### config.mk
export PLATFORM = sky130hd
export DESIGN_NAME = if_fetch_unit_flat
export DESIGN_NICKNAME = d
export VERILOG_FILES = /design/src/rtl/if_fetch_unit_if.sv /design/src/rtl/if_fetch_unit.sv /design/src/flat_wrapper.sv
export SDC_FILE = /design/constraint.sdc
export NUM_CORES = 1
export LEC_CHECK = 0
export CAP_MARGIN = 25
export CORE_ASPECT_RATIO = 1.1
export CORE_MARGIN = 2
export CORE_UTILIZATION = 55
export DETAILED_ROUTE_END_ITERATION = 6
export MAX_ROUTING_LAYER = met4
export PLACE_DENSITY = 0.86
export SLEW_MARGIN = 20
export SYNTH_ARGS = -nofsm -noshare
export SYNTH_HDL_FRONTEND = slang
export SYNTH_SLANG_ARGS = --single-unit
### constraint.sdc
create_clock -name clk -period 6.7 [get_ports clk]
set_input_delay 1.34 -clock clk [delete_from_list [all_inputs] [get_ports clk]]
set_output_delay 1.34 -clock clk [all_outputs]
set_load 0.02 [all_outputs]
### src/rtl/if_fetch_unit_if.sv
// Instruction-memory request/acknowledge bus between the fetch unit (master)
// and the instruction memory (slave).
interface if_fetch_unit_if;
  logic        imem_req;
  logic [31:0] imem_addr;
  logic        imem_ack;
  logic [31:0] imem_rdata;

  modport master (
    output imem_req,
    output imem_addr,
    input  imem_ack,
    input  imem_rdata
  );

  modport slave (
    input  imem_req,
    input  imem_addr,
    output imem_ack,
    output imem_rdata
  );
endinterface

### src/rtl/if_fetch_unit.sv
// Instruction-fetch stage: PC generation, imem handshake FSM and a 2-entry
// {pc4, inst} buffer presented to IF/ID under the shared stall signal.
module if_fetch_unit #(
  parameter logic [31:0] RESET_PC = 32'h0000_0000
) (
  input  logic              clk,
  input  logic              clrn,
  input  logic              stall,
  input  logic              redirect,
  input  logic [31:0]       redirect_pc,
  if_fetch_unit_if.master   imem,
  output logic [31:0]       if_pc4,
  output logic [31:0]       if_inst,
  output logic              if_valid
);

  typedef enum logic [1:0] {IDLE, BUSY, DROP} state_t;

  state_t      state_reg, state_next;
  logic [31:0] pc_reg, pc_next;
  logic [1:0]  count_reg, count_next, fill_next;
  logic        rd_ptr_reg, rd_ptr_next;
  logic        wr_ptr_reg, wr_ptr_next;

  logic [31:0] pc4_mem  [2];
  logic [31:0] inst_mem [2];

  logic        complete;
  logic        push;
  logic        pop;
  logic [31:0] pc_plus4;

  assign pc_plus4 = pc_reg + 32'd4;
  assign complete = (state_reg != IDLE) && imem.imem_ack;
  // A redirect flushes the buffer, so it suppresses both push and pop.
  assign push     = !redirect && (state_reg == BUSY) && complete;
  assign pop      = !redirect && !stall && (count_reg != 2'd0);
  assign fill_next = count_reg + {1'b0, push} - {1'b0, pop};

  always_ff @(posedge clk or negedge clrn) begin
    if (!clrn) begin
      state_reg  <= IDLE;
      pc_reg     <= RESET_PC;
      count_reg  <= 2'd0;
      rd_ptr_reg <= 1'b0;
      wr_ptr_reg <= 1'b0;
    end else begin
      state_reg  <= state_next;
      pc_reg     <= pc_next;
      count_reg  <= count_next;
      rd_ptr_reg <= rd_ptr_next;
      wr_ptr_reg <= wr_ptr_next;
    end
  end

  always_ff @(posedge clk) begin
    if (push) begin
      pc4_mem[wr_ptr_reg]  <= pc_plus4;
      inst_mem[wr_ptr_reg] <= imem.imem_rdata;
    end
  end

  always_comb begin
    state_next  = state_reg;
    pc_next     = pc_reg;
    count_next  = fill_next;
    rd_ptr_next = rd_ptr_reg ^ pop;
    wr_ptr_next = wr_ptr_reg ^ push;
    if (push) begin
      pc_next = pc_plus4;
    end
    if (redirect) begin
      pc_next     = redirect_pc;
      count_next  = 2'd0;
      rd_ptr_next = 1'b0;
      wr_ptr_next = 1'b0;
      // An in-flight request that survives the redirect must be thrown away.
      if ((state_reg != IDLE) && !complete) begin
        state_next = DROP;
      end else begin
        state_next = BUSY;
      end
    end else begin
      case (state_reg)
        IDLE: begin
          // Only issue when a buffer slot is guaranteed for the response.
          state_next = (fill_next <= 2'd1) ? BUSY : IDLE;
        end
        BUSY: begin
          if (complete) begin
            state_next = (fill_next <= 2'd1) ? BUSY : IDLE;
          end
        end
        DROP: begin
          if (complete) begin
            state_next = BUSY;
          end
        end
        default: state_next = IDLE;
      endcase
    end
  end

  assign imem.imem_req  = (state_reg != IDLE);
  assign imem.imem_addr = pc_reg;

  assign if_valid = (count_reg != 2'd0);
  assign if_inst  = if_valid ? inst_mem[rd_ptr_reg] : 32'h0;
  assign if_pc4   = if_valid ? pc4_mem[rd_ptr_reg]  : 32'h0;

endmodule

### src/flat_wrapper.sv
// flat-port wrapper written by rule: the top's interface ports become plain ports
module if_fetch_unit_flat 
#(
  parameter logic [31:0] RESET_PC = 32'h0000_0000
)
  (clk, clrn, stall, redirect, redirect_pc, if_pc4, if_inst, if_valid, imem_imem_req, imem_imem_addr, imem_imem_ack, imem_imem_rdata);
  if_fetch_unit_if imem_i ();
  input  logic clk;
  input  logic clrn;
  input  logic stall;
  input  logic redirect;
  input  logic [31:0] redirect_pc;
  output logic [31:0] if_pc4;
  output logic [31:0] if_inst;
  output logic if_valid;
  output wire logic [$bits(imem_i.imem_req)-1:0] imem_imem_req;
  output wire logic [$bits(imem_i.imem_addr)-1:0] imem_imem_addr;
  input wire logic [$bits(imem_i.imem_ack)-1:0] imem_imem_ack;
  input wire logic [$bits(imem_i.imem_rdata)-1:0] imem_imem_rdata;
  assign imem_imem_req = imem_i.imem_req;
  assign imem_imem_addr = imem_i.imem_addr;
  assign imem_i.imem_ack = imem_imem_ack;
  assign imem_i.imem_rdata = imem_imem_rdata;
  if_fetch_unit #(.RESET_PC(RESET_PC)) u_core (.clk(clk), .clrn(clrn), .stall(stall), .redirect(redirect), .redirect_pc(redirect_pc), .imem(imem_i), .if_pc4(if_pc4), .if_inst(if_inst), .if_valid(if_valid));
endmodule
### Yosys cells after proc, flatten, opt, wreduce, memory -nomap -nowiden

Memories as Yosys holds them, arrays and structs flattened.
Index checks and enable logic that the tools add are counted.

* memory bits (writable): 128
* register bits: 38
* word-level logic and storage cells: 46
* memories: 2
* input bits: 69

Memories
* u_core.inst_mem: depth 2, bits a word 32, read ports 1, clocked after Yosys merged registers in 0, wr ports 1, line if_fetch_unit.sv:26 `logic [31:0] inst_mem [2];`
* u_core.pc4_mem: depth 2, bits a word 32, read ports 1, clocked after Yosys merged registers in 0, wr ports 1, line if_fetch_unit.sv:25 `logic [31:0] pc4_mem [2];`

* equal/unequal tests: 4
* $lt $le $gt $ge: 1
* $add $sub $neg: 3
* bitwise logic cells: 2
* reduce and logical (&&, ||, !) cells: 14
* muxes and demuxes: 15

Operators with widths (number)
* 2-to-1 mux 32 bit: 4
* adder 32 x 3 -> 32 bit (second input constant): 1
* 2-to-1 mux 2 bit: 5
* logical AND 1 bit: 6
* inequality test 3 x 2 -> 1 bit (second input constant): 2
* one-hot mux 2 bit (3 select lines): 1
* nonzero test 2 bit: 3
* 2-to-1 mux 1 bit: 5
* logical NOT 1 bit: 3
* adder 2 x 1 -> 2 bit: 1
* equality test 2 x 1 -> 1 bit (second input constant): 1
* equality test 2 bit (second input constant): 1
* less-or-equal comparator 2 x 1 -> 1 bit (second input constant): 1
* logical NOT 2 bit: 1
* AND reduction 2 bit: 1
* subtractor 2 x 1 -> 2 bit: 1
* bitwise XOR 1 bit: 2

### Longest topological paths before layout

* depth after elaboration: 10
* gate-level depth with buffers: 9
* mapped depth without buffers: 9

### Worst setup path before layout

Ideal clock, no wire load.

* path kind: input to register
* start point: input port redirect
* end point: memory u_core.inst_mem[1][0] (enable)
* path slack: 2.754 ns
* stages: 4
* arrival: 3.517 ns
* path buffers: 2
* cells stage by stage: clkbuf_1 > buf_1 > nor2_1 > ha_1

* cells in the longest elaborated chain, start to end: 5

Ends and longest elaborated chain
* start, declared: line flat_wrapper.sv:11 `input logic redirect;`
* logical NOT 1 bit: line if_fetch_unit.sv:36 `assign push = !redirect && (state_reg == BUSY) && complete;`
* logical AND 1 bit (2 in series): line if_fetch_unit.sv:36
* 2-to-1 mux 1 bit: line if_fetch_unit.sv:57 `if (push) begin`
* 2-to-1 mux 1 bit (implied by the code): line if_fetch_unit.sv:59 `inst_mem[wr_ptr_reg] <= imem.imem_rdata;`
* end, declared: line if_fetch_unit.sv:26

No other way between the ends.

### Worst setup path after layout

* start point: input port imem_imem_ack
* end point: memory u_core.pc4_mem[0][17] (enable)

* cells in the longest elaborated chain, start to end: 4

Ends and longest elaborated chain
* start, declared: line flat_wrapper.sv:18 `input wire logic [$bits(imem_i.imem_ack)-1:0] imem_imem_ack;`
* logical AND 1 bit: line if_fetch_unit.sv:34 `assign complete = (state_reg != IDLE) && imem.imem_ack;`
* logical AND 1 bit: line if_fetch_unit.sv:36
* 2-to-1 mux 1 bit: line if_fetch_unit.sv:57
* 2-to-1 mux 1 bit (implied by the code): line if_fetch_unit.sv:58 `pc4_mem[wr_ptr_reg] <= pc_plus4;`
* end, declared: line if_fetch_unit.sv:25

No other way between the ends.

==> flow_summary.toml <==
[worst_setup_path]
rr_worst_depth = 4
path_cells = "clkdlybuf4s50_1 -> nand3b_1 -> nor2_1 -> ha_2 -> buf_4"
worstSetupPathType = "input pin to register"
endpoint = "u_core.pc4_mem[0][17]$_DFFE_PP_"
start_kind = "input pin"
rrSetupSlack_ns = 3.58
cp_max_fo = 38
cp_data_required_time_ns = 6.77
crit_slowest_cell = "ha_2"
timing.rr.start = "u_core.state_reg[1]$_DFFE_PN0P_"
worstSetupEndpointType = "register"
worst-path-buf-inv = 2
timing.rr.end = "u_core.pc4_mem[0][17]$_DFFE_PP_"
max_stage_delay_ns = 0.92
path_depth = 5
crit_family = "buffers and inverters"
arrival_ns = 4.19
cp-startpoint = "imem_imem_ack"

[detailed_routing]
ant_nets = 0
route.vias.total = 5298
wl_per_cell_um = 18.3
drcViolationCount = 0
drt_iter0_drc = 429
dr.pass1.iters = 5
routed_via_density = 5.61
totalWireLength_um = 17300

[layout]
final_util_pct = 73.9
regArea_um2 = 4800
nFillCells = 888
antenna-diode-count = 0
final_nets = 822
area_growth_syn_to_layout_pct = 31.2
multi_input_area_um2 = 2510
drive_gt1_share_pct = 5.79

[clock_tree]
clock-sinks = 166
numCtsBuffers = 17
htreeDepth = 4
post_cts_buffers = 0
clk_pin_slew_ns = 0.06
clockBufferDepth = 2
hold_buffers = 0
clock_latency_ns = 0.41
ctsRootBufferMaster = "clkbuf_16"
cts_tree = "built"
cts_resized = 0

[power_and_ir_drop]
power.density_nw_per_um2 = 270
leakagePower_uw = 0.00327
vdd_ir_drop_max_uv = 192

[yosys]
syn-num-nets = 666
ys_async_sr_fraction_pct = 22.9
ys_ff_latch = 166
ys.flop_type = "edfxtp_1"
ys_seq_area_share_pct = 64.1
postSynthCellCount = 592
synth_edf_count = 128
synth_area_um2 = 7480
synth_warnings = 0
synth_cell_type_count = 50
syn_area_per_cell_um2 = 12.6

[sta]
tightest_slew_ns = 0.992
period_share_pct = 61.5
tns_ns = 0
relSlewSlack_pct = 33.8
fin_skew_ns = 0.0102
finalHoldViolCount = 0
whs_ns = 0.539
setup_violations = 0
layout_min_cycle_time_ns = 4.12
timing.fmax_ghz = 0.243
drv_slew = 0
rsz0062_at_grt = "false"

[die]
die_w_um = 115
design.core.area_um2 = 13300
dieArea_um2 = 14500
die_h_um = 126
ioPinCount = 167
start_util_pct = 56.4
rows = 44

[global_routing]
grt_pass1_vias = 5435
antenna_found_initial = 0
grt_max_degree = 66
grt_pass1_wl_um = 27600
grtUsageTotal_pct = 25.4
gr-total-overflow = 0

[status]
status = "finished, final reports clean"

[min_path]
hold_path_class = "register to register"
hold_depth = 0

[place]
place.gp.congestion = 0.861
io_buffers = 166
hpwl_um = 12100

[run]
cap_violations = 0
## layout by cell type, fill, tap and decap left out, types with 6 or more instances in the layout
cell type	n
nand2_1	32
inv_1	9
clkbuf_16	17
o21ai_0	19
xnor2_1	30
and4_1	7
edfxtp_1	128
mux2i_1	66
o31ai_1	8
or4_1	10
nor2_1	100
nand4_1	13
nor3_1	6
dfrtp_1	37
clkdlybuf4s50_1	165
xor2_1	13
nand3_1	16
nor4_1	6
a31oi_1	12
## area by class of cell
type | instances | area share, %
Clock buffer | 20 | 4.45
Clock inverter | 11 | 0.880
Inverter | 10 | 0.383
Multi-Input combinational cell | 381 | 25.6
Sequential cell | 166 | 48.9
Tap cell | 184 | 2.35
Timing Repair Buffer | 172 | 17.5
## cells in the mapped netlist (9+ instances only)
| cell type | n | area (um2) |
|---|---|---|
| o21ai_0 | 19 | 95.1 |
| inv_1 | 9 | 33.8 |
| dfrtp_1 | 38 | 951 |
| xnor2_1 | 30 | 263 |
| edfxtp_1 | 128 | 3840 |
| nand2_1 | 32 | 120 |
| nand3_1 | 16 | 80.1 |
| nor2_1 | 101 | 379 |
| a31oi_1 | 12 | 75.1 |
| xor2_1 | 13 | 114 |
| nand4_1 | 13 | 81.3 |
| clkbuf_1 | 21 | 78.8 |
| mux2i_1 | 66 | 661 |
| or4_1 | 10 | 75.1 |
## cell families (layout without fill, tap and decap cells)
logic type | Yosys count | count (layout) | synth area share [%]
flip-flops | 166 | 166 | 64.1
AND/OR/NAND/NOR | 216 | 216 | 14.2
multiplexers | 68 | 68 | 9.14
XOR/XNOR | 43 | 43 | 5.04
buffers and inverters | 45 | 213 | 2.53
AO/OA/AOI/OAI | 49 | 49 | 4.18
adder cells (fa/ha/maj) | 5 | 5 | 0.837
## how the worst min path moves through the flow
| stage | start | end | slack [ns] |
|---|---|---|---|
| after CTS | u_core.imem.imem_addr[1]$_DFFE_PN0P_ | u_core.pc4_mem[0][1]$_DFFE_PP_ | 0.54 |
| after detailed placement | u_core.imem.imem_addr[1]$_DFFE_PN0P_ | u_core.pc4_mem[0][1]$_DFFE_PP_ | 0.53 |
| after global placement | u_core.imem.imem_addr[0]$_DFFE_PN0P_ | u_core.pc4_mem[0][0]$_DFFE_PP_ | 0.52 |
| after global routing | u_core.imem.imem_addr[1]$_DFFE_PN0P_ | u_core.pc4_mem[0][1]$_DFFE_PP_ | 0.55 |
| final | u_core.imem.imem_addr[1]$_DFFE_PN0P_ | u_core.pc4_mem[0][1]$_DFFE_PP_ | 0.54 |
| after floorplan | u_core.imem.imem_addr[0]$_DFFE_PN0P_ | u_core.pc4_mem[0][0]$_DFFE_PP_ | 0.46 |
## power breakdown
| part | total (uW) | internal, uW | switching, uW | leakage, uW |
|---|---|---|---|---|
| logic | 541 | 250 | 291 | 0.00142 |
| registers | 1240 | 1170 | 64.9 | 0.00161 |
| clock network | 865 | 502 | 362 | 0.000244 |
## worst reg2reg max path: stages (launching register included)
cell	delay (ns)
dfrtp_1	0.43
nand3b_1	0.52
nor2_1	0.41
ha_2	0.92
buf_4	0.49
## per-layer routing
layer  track usage [%]  vias to the layer above  routed length [um]
met5                 -                        -                   0
met4              6.66                        0                 284
met3              5.97                       21                1120
met2              40.9                      223                8750
met1              32.7                     2577                7150
li1                  -                     2477                   -
## metrics by stage
step | cell area [um2] | cells | power, uW | setup WS [ns]
global placement | 9260 | 911 | 1780 | 2.36
CTS | 9790 | 943 | 2650 | 2.61
global route | 9810 | 944 | 2740 | 2.35
floorplan | 7480 | 592 | 1530 | 2.75
finish | 9810 | 944 | 2640 | 2.58
detailed placement | 9260 | 912 | 1800 | 2.23
Note: power is estimated with default switching activity, not from simulation.
